[src/rtl/da_pkg.sv]
// Shared definitions for the distributed-arithmetic dot-product engine.
// Contents:
//   clog2 / lut_w / out_w   width helpers used by the engine, LUT and bus
//   da_state_t              engine FSM states
//   DCT_C1..DCT_C7          DCT cosine constants, Q2.14
//   DCT_ROW*_COEFS          packed 4-tap coefficient sets (coef k at [k*16 +: 16])
package da_pkg;

    function automatic int clog2(input int value);
        int result;
        result = 0;
        while ((1 << result) < value) result++;
        return result;
    endfunction

    function automatic int lut_w(input int coef_w, input int taps);
        return coef_w + clog2(taps);
    endfunction

    function automatic int out_w(input int in_w, input int coef_w, input int taps);
        return in_w + coef_w + clog2(taps);
    endfunction

    function automatic logic [15:0] neg_q14(input logic [15:0] c);
        return ~c + 16'd1;
    endfunction

    typedef enum logic [1:0] {
        ST_IDLE,
        ST_RUN,
        ST_DONE
    } da_state_t;

    localparam logic [15:0] DCT_C1 = 16'h3EC5;
    localparam logic [15:0] DCT_C2 = 16'h3B21;
    localparam logic [15:0] DCT_C3 = 16'h3537;
    localparam logic [15:0] DCT_C4 = 16'h2D41;
    localparam logic [15:0] DCT_C5 = 16'h238E;
    localparam logic [15:0] DCT_C6 = 16'h187E;
    localparam logic [15:0] DCT_C7 = 16'h0C7C;

    localparam logic [63:0] DCT_ROW0_COEFS = {DCT_C4, DCT_C4, DCT_C4, DCT_C4};
    localparam logic [63:0] DCT_ROW2_COEFS = {neg_q14(DCT_C2), neg_q14(DCT_C6), DCT_C6, DCT_C2};
    localparam logic [63:0] DCT_ROW7_COEFS = {DCT_C7, neg_q14(DCT_C5), DCT_C3, neg_q14(DCT_C1)};

endpackage

[src/rtl/da_dot_engine_if.sv]
// Handshake bundle between the sample buffer, the DA engine and the RLE stage.
//   in_valid/in_ready/in_data     sample vector, x_k at [k*IN_W +: IN_W]
//   out_valid/out_ready/out_data  signed dot-product result
//   busy                          engine is computing or holding a result
// slave modport is the engine side; master is the surrounding datapath.
interface da_dot_engine_if #(
    parameter int TAPS   = 4,
    parameter int IN_W   = 16,
    parameter int COEF_W = 16
);
    localparam int OUT_W = da_pkg::out_w(IN_W, COEF_W, TAPS);

    logic                    in_valid;
    logic                    in_ready;
    logic [TAPS*IN_W-1:0]    in_data;
    logic                    out_valid;
    logic                    out_ready;
    logic signed [OUT_W-1:0] out_data;
    logic                    busy;

    modport master (
        output in_valid, in_data, out_ready,
        input  in_ready, out_valid, out_data, busy
    );

    modport slave (
        input  in_valid, in_data, out_ready,
        output in_ready, out_valid, out_data, busy
    );
endinterface

[src/rtl/da_lut.sv]
// Constant partial-sum table for distributed arithmetic.
//   addr   bit k selects coefficient k
//   entry  sum of the selected sign-extended coefficients (LUT_W bits)
// The table is built at elaboration from COEFS; entry[0] is zero.
module da_lut
    import da_pkg::*;
#(
    parameter int                     TAPS   = 4,
    parameter int                     COEF_W = 16,
    parameter logic [TAPS*COEF_W-1:0] COEFS  = '0,
    localparam int                    LUT_W  = lut_w(COEF_W, TAPS)
) (
    input  logic [TAPS-1:0]          addr,
    output logic signed [LUT_W-1:0]  entry
);

    function automatic logic signed [LUT_W-1:0] entry_of(input logic [TAPS-1:0] a);
        logic signed [LUT_W-1:0]  s;
        logic signed [COEF_W-1:0] c;
        logic [TAPS-1:0]          m;
        s = '0;
        for (int unsigned k = 0; k < TAPS; k++) begin
            m = a >> k;
            c = COEF_W'(COEFS >> (k * COEF_W));
            if (m[0]) s = s + LUT_W'(c);
        end
        return s;
    endfunction

    logic signed [LUT_W-1:0] rom [2**TAPS];

    for (genvar a = 0; a < 2**TAPS; a++) begin : g_rom
        assign rom[a] = entry_of(TAPS'(a));
    end

    assign entry = rom[addr];

endmodule

[src/rtl/da_dot_engine.sv]
// Bit-serial distributed-arithmetic dot product y = sum x_k * c_k.
//   clk, rst_n  clock and asynchronous active-low reset
//   bus         da_dot_engine_if slave: sample vector in, result out, busy
// One sample bit per cycle, MSB first; the MSB step subtracts because it
// carries negative weight in two's complement. Result keeps full precision
// with the coefficients' fractional bits.
module da_dot_engine
    import da_pkg::*;
#(
    parameter int                     TAPS      = 4,
    parameter int                     IN_W      = 16,
    parameter int                     COEF_W    = 16,
    parameter int                     COEF_FRAC = 14,
    parameter logic [TAPS*COEF_W-1:0] COEFS     = '0
) (
    input logic           clk,
    input logic           rst_n,
    da_dot_engine_if.slave bus
);

    localparam int LUT_W = lut_w(COEF_W, TAPS);
    localparam int OUT_W = out_w(IN_W, COEF_W, TAPS);
    localparam int CNT_W = clog2(IN_W);

    if (TAPS < 2 || TAPS > 6 || IN_W < 2 || COEF_FRAC >= COEF_W) begin : g_bad_cfg
        $error("da_dot_engine: unsupported parameter set");
    end

    // Release is synchronised; assertion still takes effect immediately.
    logic [1:0] rst_sync;
    logic       rst_int_n;

    always_ff @(posedge clk or negedge rst_n) begin
        if (!rst_n) rst_sync <= '0;
        else        rst_sync <= {rst_sync[0], 1'b1};
    end

    assign rst_int_n = rst_sync[1];

    da_state_t state, state_nxt;
    logic      load, step, in_ready, out_valid, busy;

    logic [TAPS*IN_W-1:0]    samp;
    logic signed [OUT_W-1:0] acc;
    logic [CNT_W-1:0]        cnt;

    always_ff @(posedge clk or negedge rst_int_n) begin
        if (!rst_int_n) state <= ST_IDLE;
        else            state <= state_nxt;
    end

    always_comb begin
        state_nxt = state;
        load      = 1'b0;
        step      = 1'b0;
        in_ready  = 1'b0;
        out_valid = 1'b0;
        busy      = 1'b0;
        case (state)
            ST_IDLE: begin
                in_ready = rst_int_n;
                if (bus.in_valid && rst_int_n) begin
                    load      = 1'b1;
                    state_nxt = ST_RUN;
                end
            end
            ST_RUN: begin
                busy = 1'b1;
                step = 1'b1;
                if (cnt == '0) state_nxt = ST_DONE;
            end
            ST_DONE: begin
                busy      = 1'b1;
                out_valid = 1'b1;
                if (bus.out_ready) state_nxt = ST_IDLE;
            end
            default: state_nxt = ST_IDLE;
        endcase
    end

    // LUT address gathers bit cnt of every sample.
    logic [TAPS-1:0] lut_addr;

    for (genvar k = 0; k < TAPS; k++) begin : g_addr
        logic [IN_W-1:0] tap;
        assign tap         = samp[k*IN_W +: IN_W];
        assign lut_addr[k] = tap[cnt];
    end

    logic signed [LUT_W-1:0] lut_entry;

    da_lut #(
        .TAPS   (TAPS),
        .COEF_W (COEF_W),
        .COEFS  (COEFS)
    ) u_lut (
        .addr  (lut_addr),
        .entry (lut_entry)
    );

    logic signed [OUT_W-1:0] lut_ext, acc_dbl, acc_nxt;

    assign lut_ext = {{(OUT_W-LUT_W){lut_entry[LUT_W-1]}}, lut_entry};
    assign acc_dbl = {acc[OUT_W-2:0], 1'b0};
    assign acc_nxt = (cnt == CNT_W'(IN_W-1)) ? acc_dbl - lut_ext : acc_dbl + lut_ext;

    always_ff @(posedge clk or negedge rst_int_n) begin
        if (!rst_int_n) begin
            samp <= '0;
            acc  <= '0;
            cnt  <= '0;
        end else if (load) begin
            samp <= bus.in_data;
            acc  <= '0;
            cnt  <= CNT_W'(IN_W-1);
        end else if (step) begin
            acc <= acc_nxt;
            cnt <= cnt - CNT_W'(1);
        end
    end

    assign bus.in_ready  = in_ready;
    assign bus.out_valid = out_valid;
    assign bus.out_data  = acc;
    assign bus.busy      = busy;

endmodule

[src/flat_wrapper.sv]
// flat-port wrapper written by rule: the top's interface ports become plain ports
module da_dot_engine_flat import da_pkg::*;
#(
    parameter int                     TAPS      = 4,
    parameter int                     IN_W      = 16,
    parameter int                     COEF_W    = 16,
    parameter int                     COEF_FRAC = 14,
    parameter logic [TAPS*COEF_W-1:0] COEFS     = '0
)
  (clk, rst_n, bus_in_valid, bus_in_data, bus_out_ready, bus_in_ready, bus_out_valid, bus_out_data, bus_busy);
  da_dot_engine_if #(.TAPS(TAPS), .IN_W(IN_W), .COEF_W(COEF_W)) bus_i ();
  input logic clk;
  input logic rst_n;
  input wire logic [$bits(bus_i.in_valid)-1:0] bus_in_valid;
  input wire logic [$bits(bus_i.in_data)-1:0] bus_in_data;
  input wire logic [$bits(bus_i.out_ready)-1:0] bus_out_ready;
  output wire logic [$bits(bus_i.in_ready)-1:0] bus_in_ready;
  output wire logic [$bits(bus_i.out_valid)-1:0] bus_out_valid;
  output wire logic [$bits(bus_i.out_data)-1:0] bus_out_data;
  output wire logic [$bits(bus_i.busy)-1:0] bus_busy;
  assign bus_i.in_valid = bus_in_valid;
  assign bus_i.in_data = bus_in_data;
  assign bus_i.out_ready = bus_out_ready;
  assign bus_in_ready = bus_i.in_ready;
  assign bus_out_valid = bus_i.out_valid;
  assign bus_out_data = bus_i.out_data;
  assign bus_busy = bus_i.busy;
  da_dot_engine #(.TAPS(TAPS), .IN_W(IN_W), .COEF_W(COEF_W), .COEF_FRAC(COEF_FRAC), .COEFS(COEFS)) u_core (.clk(clk), .rst_n(rst_n), .bus(bus_i));
endmodule
[config.mk]
export PLATFORM = sky130hd
export DESIGN_NAME = da_dot_engine_flat
export DESIGN_NICKNAME = d
export VERILOG_FILES = /design/src/rtl/da_pkg.sv /design/src/rtl/da_dot_engine_if.sv /design/src/rtl/da_lut.sv /design/src/rtl/da_dot_engine.sv /design/src/flat_wrapper.sv
export SDC_FILE = /design/constraint.sdc
export NUM_CORES = 1
export LEC_CHECK = 0
export CAP_MARGIN = 20
export CORE_AREA = 2 2 144 111
export CTS_CLUSTER_DIAMETER = 80
export DETAILED_ROUTE_END_ITERATION = 12
export DIE_AREA = 0 0 146 113
export MAX_ROUTING_LAYER = met4
export PLACE_DENSITY = 0.88
export SLEW_MARGIN = 20
export SYNTH_ARGS = -nofsm -noshare
export SYNTH_HDL_FRONTEND = slang
export SYNTH_HIERARCHICAL = 1
export SYNTH_SLANG_ARGS = --single-unit
[constraint.sdc]
create_clock -name clk -period 6.84 [get_ports clk]
set_input_delay 1.026 -clock clk [delete_from_list [all_inputs] [get_ports clk]]
set_output_delay 1.026 -clock clk [all_outputs]
set_load 0.01 [all_outputs]
==> flow_metrics.env <==
export IMPL_status="finished, final reports clean"
export IMPL_finalSetupViolCount=0
export IMPL_r2r_slack_ps=3390
export IMPL_dieWidth_um=146
export IMPL_cp_slowest_stage_delay_ps=540
export IMPL_post_dp_cell_area_sq_um=6065
export IMPL_rsz0062_at_grt="no"
export IMPL_clock_sinks=42
export IMPL_place_congestion=0.9911
export IMPL_tightestPinTransition_ps=1001
export IMPL_leakage_nw=2.608
export IMPL_grt_overflow_total=0
export IMPL_regArea_sq_um=1055
export IMPL_antenna_found_initial=0
export IMPL_drc_errors=0
export IMPL_clockBufferDepth=2
export IMPL_initial_core_util_pct=37.65
export IMPL_endpoint_kind="register"
export IMPL_max_cap_violations=0
export IMPL_start_kind="register"
export IMPL_fp_row_count=39
export IMPL_route_detailed_vias_per_inst=5.835
export IMPL_cts_tree="yes"
export IMPL_fin_skew_ps=7.050
export IMPL_place_port_buffers=40
export IMPL_worstPathArrival_ps=3580
export IMPL_syn_inst=776
export IMPL_final_core_util_pct=41.37
export IMPL_fin_tns_setup_ps=0
export IMPL_dp_hpwl_um=12470
export IMPL_syn_area_sq_um=5659
export IMPL_nets=912
export IMPL_grt_start_max_net_pins=63
export IMPL_grt_pass1_vias=5331
export IMPL_insertion_delay_ps=290
export IMPL_rr_endpoint="u_core/bus.out_data[24]"
export IMPL_yosysWarnings=6
export IMPL_slowest_stage="or3b_2"
export IMPL_clk_pin_slew_ps=70
export IMPL_ff2ff_path_depth=10
export IMPL_stdcell_area_sq_um=6217
export IMPL_cpMostUsedCell="a21oi_1"
export IMPL_avgSynthCellArea_sq_um=7.293
export IMPL_fill_cells=1588
export IMPL_crit_required_ps=6980
export IMPL_wirelength_um=16710
export IMPL_crit_start="u_core/bus.out_data[6]"
export IMPL_wire_per_inst_um=17.07
export IMPL_fp_dieH_um=113
export IMPL_power_density_nw_per_um2=514.2
export IMPL_post_cts_buffers=0
export IMPL_hold_violations=0
export IMPL_min_path_type="register to async pin"
export IMPL_cts_made_buffers=5
export IMPL_multi_input_area_sq_um=4108
export IMPL_diodes=0
export IMPL_slew_headroom_pct=33.07
export IMPL_grt_pass1_wl_um=27280
export IMPL_cts_hold_buf=0
export IMPL_fmax_mhz=290.1
export IMPL_core_area_sq_um=15030
export IMPL_ios=105
export IMPL_vias=5712
export IMPL_critPathMaxFanout=9
export IMPL_drive_above_1_share_pct=2.584
export IMPL_vdd_ir_drop_max_mv=0.3000
export IMPL_track_usage_pct=20.51
export IMPL_fin_crit_ps=3447
export IMPL_critical_path_class="register to register"
export IMPL_dieArea_sq_um=16500
export IMPL_fin_hold_ws_ps=340.9
export IMPL_reg2reg_from="u_core/bus.out_data[6]"
export IMPL_dr_pass1_iters=6
export IMPL_cts_resized_gates=0
export IMPL_ant_nets=0
export IMPL_area_growth_pct=9.861
export IMPL_root_buffer="clkbuf_16"
export IMPL_drt_initial_drc_count=690
export IMPL_slew_viol_final=0
export IMPL_crit_chain="ha_1 -> inv_1 -> nor4_1 -> or3b_2 -> a31oi_1 -> o21ai_0 -> and3_1 -> a21oi_1 -> xnor2_1 -> a21oi_1"
export IMPL_htreeDepth=2
export IMPL_min_period_over_period_pct=50.40
[stage by stage]
stage               worst slack [ps]  power [W]  cells
detailed placement              3522   0.002795    971
global route                    3197   0.003458    979
floorplan                       3897   0.002189    793
finish                          3393   0.003197    979
CTS                             3483   0.003061    979
global placement                3536   0.002762    971
[state kept, by name (all words and copies together), names as in the netlist]
name / count
u_core/bus.out_data: 34
u_core/cnt: 4
u_core/rst_sync: 2
u_core/state: 2
[metal layers]
| metal | share of wire (%) | vias up | track usage, % |
|---|---|---|---|
| li1 | - | 2728 | - |
| met1 | 48 | 2658 | 30.54 |
| met2 | 39 | 302 | 29.28 |
| met3 | 11 | 24 | 3.669 |
| met4 | 1.6 | 0 | 3.430 |
| met5 | 0 | - | - |
[power breakdown]
| part | internal (W) | leakage (nW) | switching (W) |
|---|---|---|---|
| clock | 0.000138 | 0.0704 | 0.000115 |
| sequential | 0.000362 | 0.508 | 0.000142 |
| combinational | 0.000972 | 2.03 | 0.00147 |
[worst max path at each step]
stage	endpoint	slack, ps
after detailed placement	u_core/bus.out_data[24]	3520
final	u_core/bus.out_data[24]	3390
after global routing	u_core/bus.out_data[24]	3200
after CTS	u_core/bus.out_data[24]	3480
after floorplan	u_core/bus.out_data[20]	3900
after global placement	u_core/bus.out_data[24]	3540
[critical path: cells and delay by family, from the launching register on]
| family | cells | cell delay [ps] |
|---|---|---|
| compound gates | 4 | 1070 |
| simple gates | 3 | 1050 |
| buf+inv | 1 | 100 |
| xor+xnor | 1 | 180 |
| flops | 1 | 420 |
| fa+ha+maj | 1 | 480 |
[final cells by class]
class	instances	area share, %
clock buffer	5	2.012
clock inverter	3	0.4025
tap	205	4.126
multi-input combinational	621	66.07
inverter	60	3.622
timing repair buffer	43	6.802
sequential	42	16.97
[placed cells by master, fill, tap and decap left out, drive strengths merged, types with 4 or more instances in the layout]
master / n
nand4: 4
conb: 19
o21bai: 11
nor4: 6
or4: 5
clkbuf: 5
nand3: 18
ha: 69
a21boi: 4
nand2: 53
o211ai: 10
and2: 8
clkdlybuf4s50: 40
inv: 61
a31oi: 15
a21oi: 81
and3: 7
o2111ai: 5
o311ai: 6
nor3: 20
o21ai: 67
a21o: 12
mux2i: 13
xor2: 5
dfrtp: 42
a211oi: 14
a211o: 5
nor2b: 10
nor2: 70
o31ai: 9
o21a: 4
nand2b: 5
xnor2: 24
(Power assumes the default switching activity.)
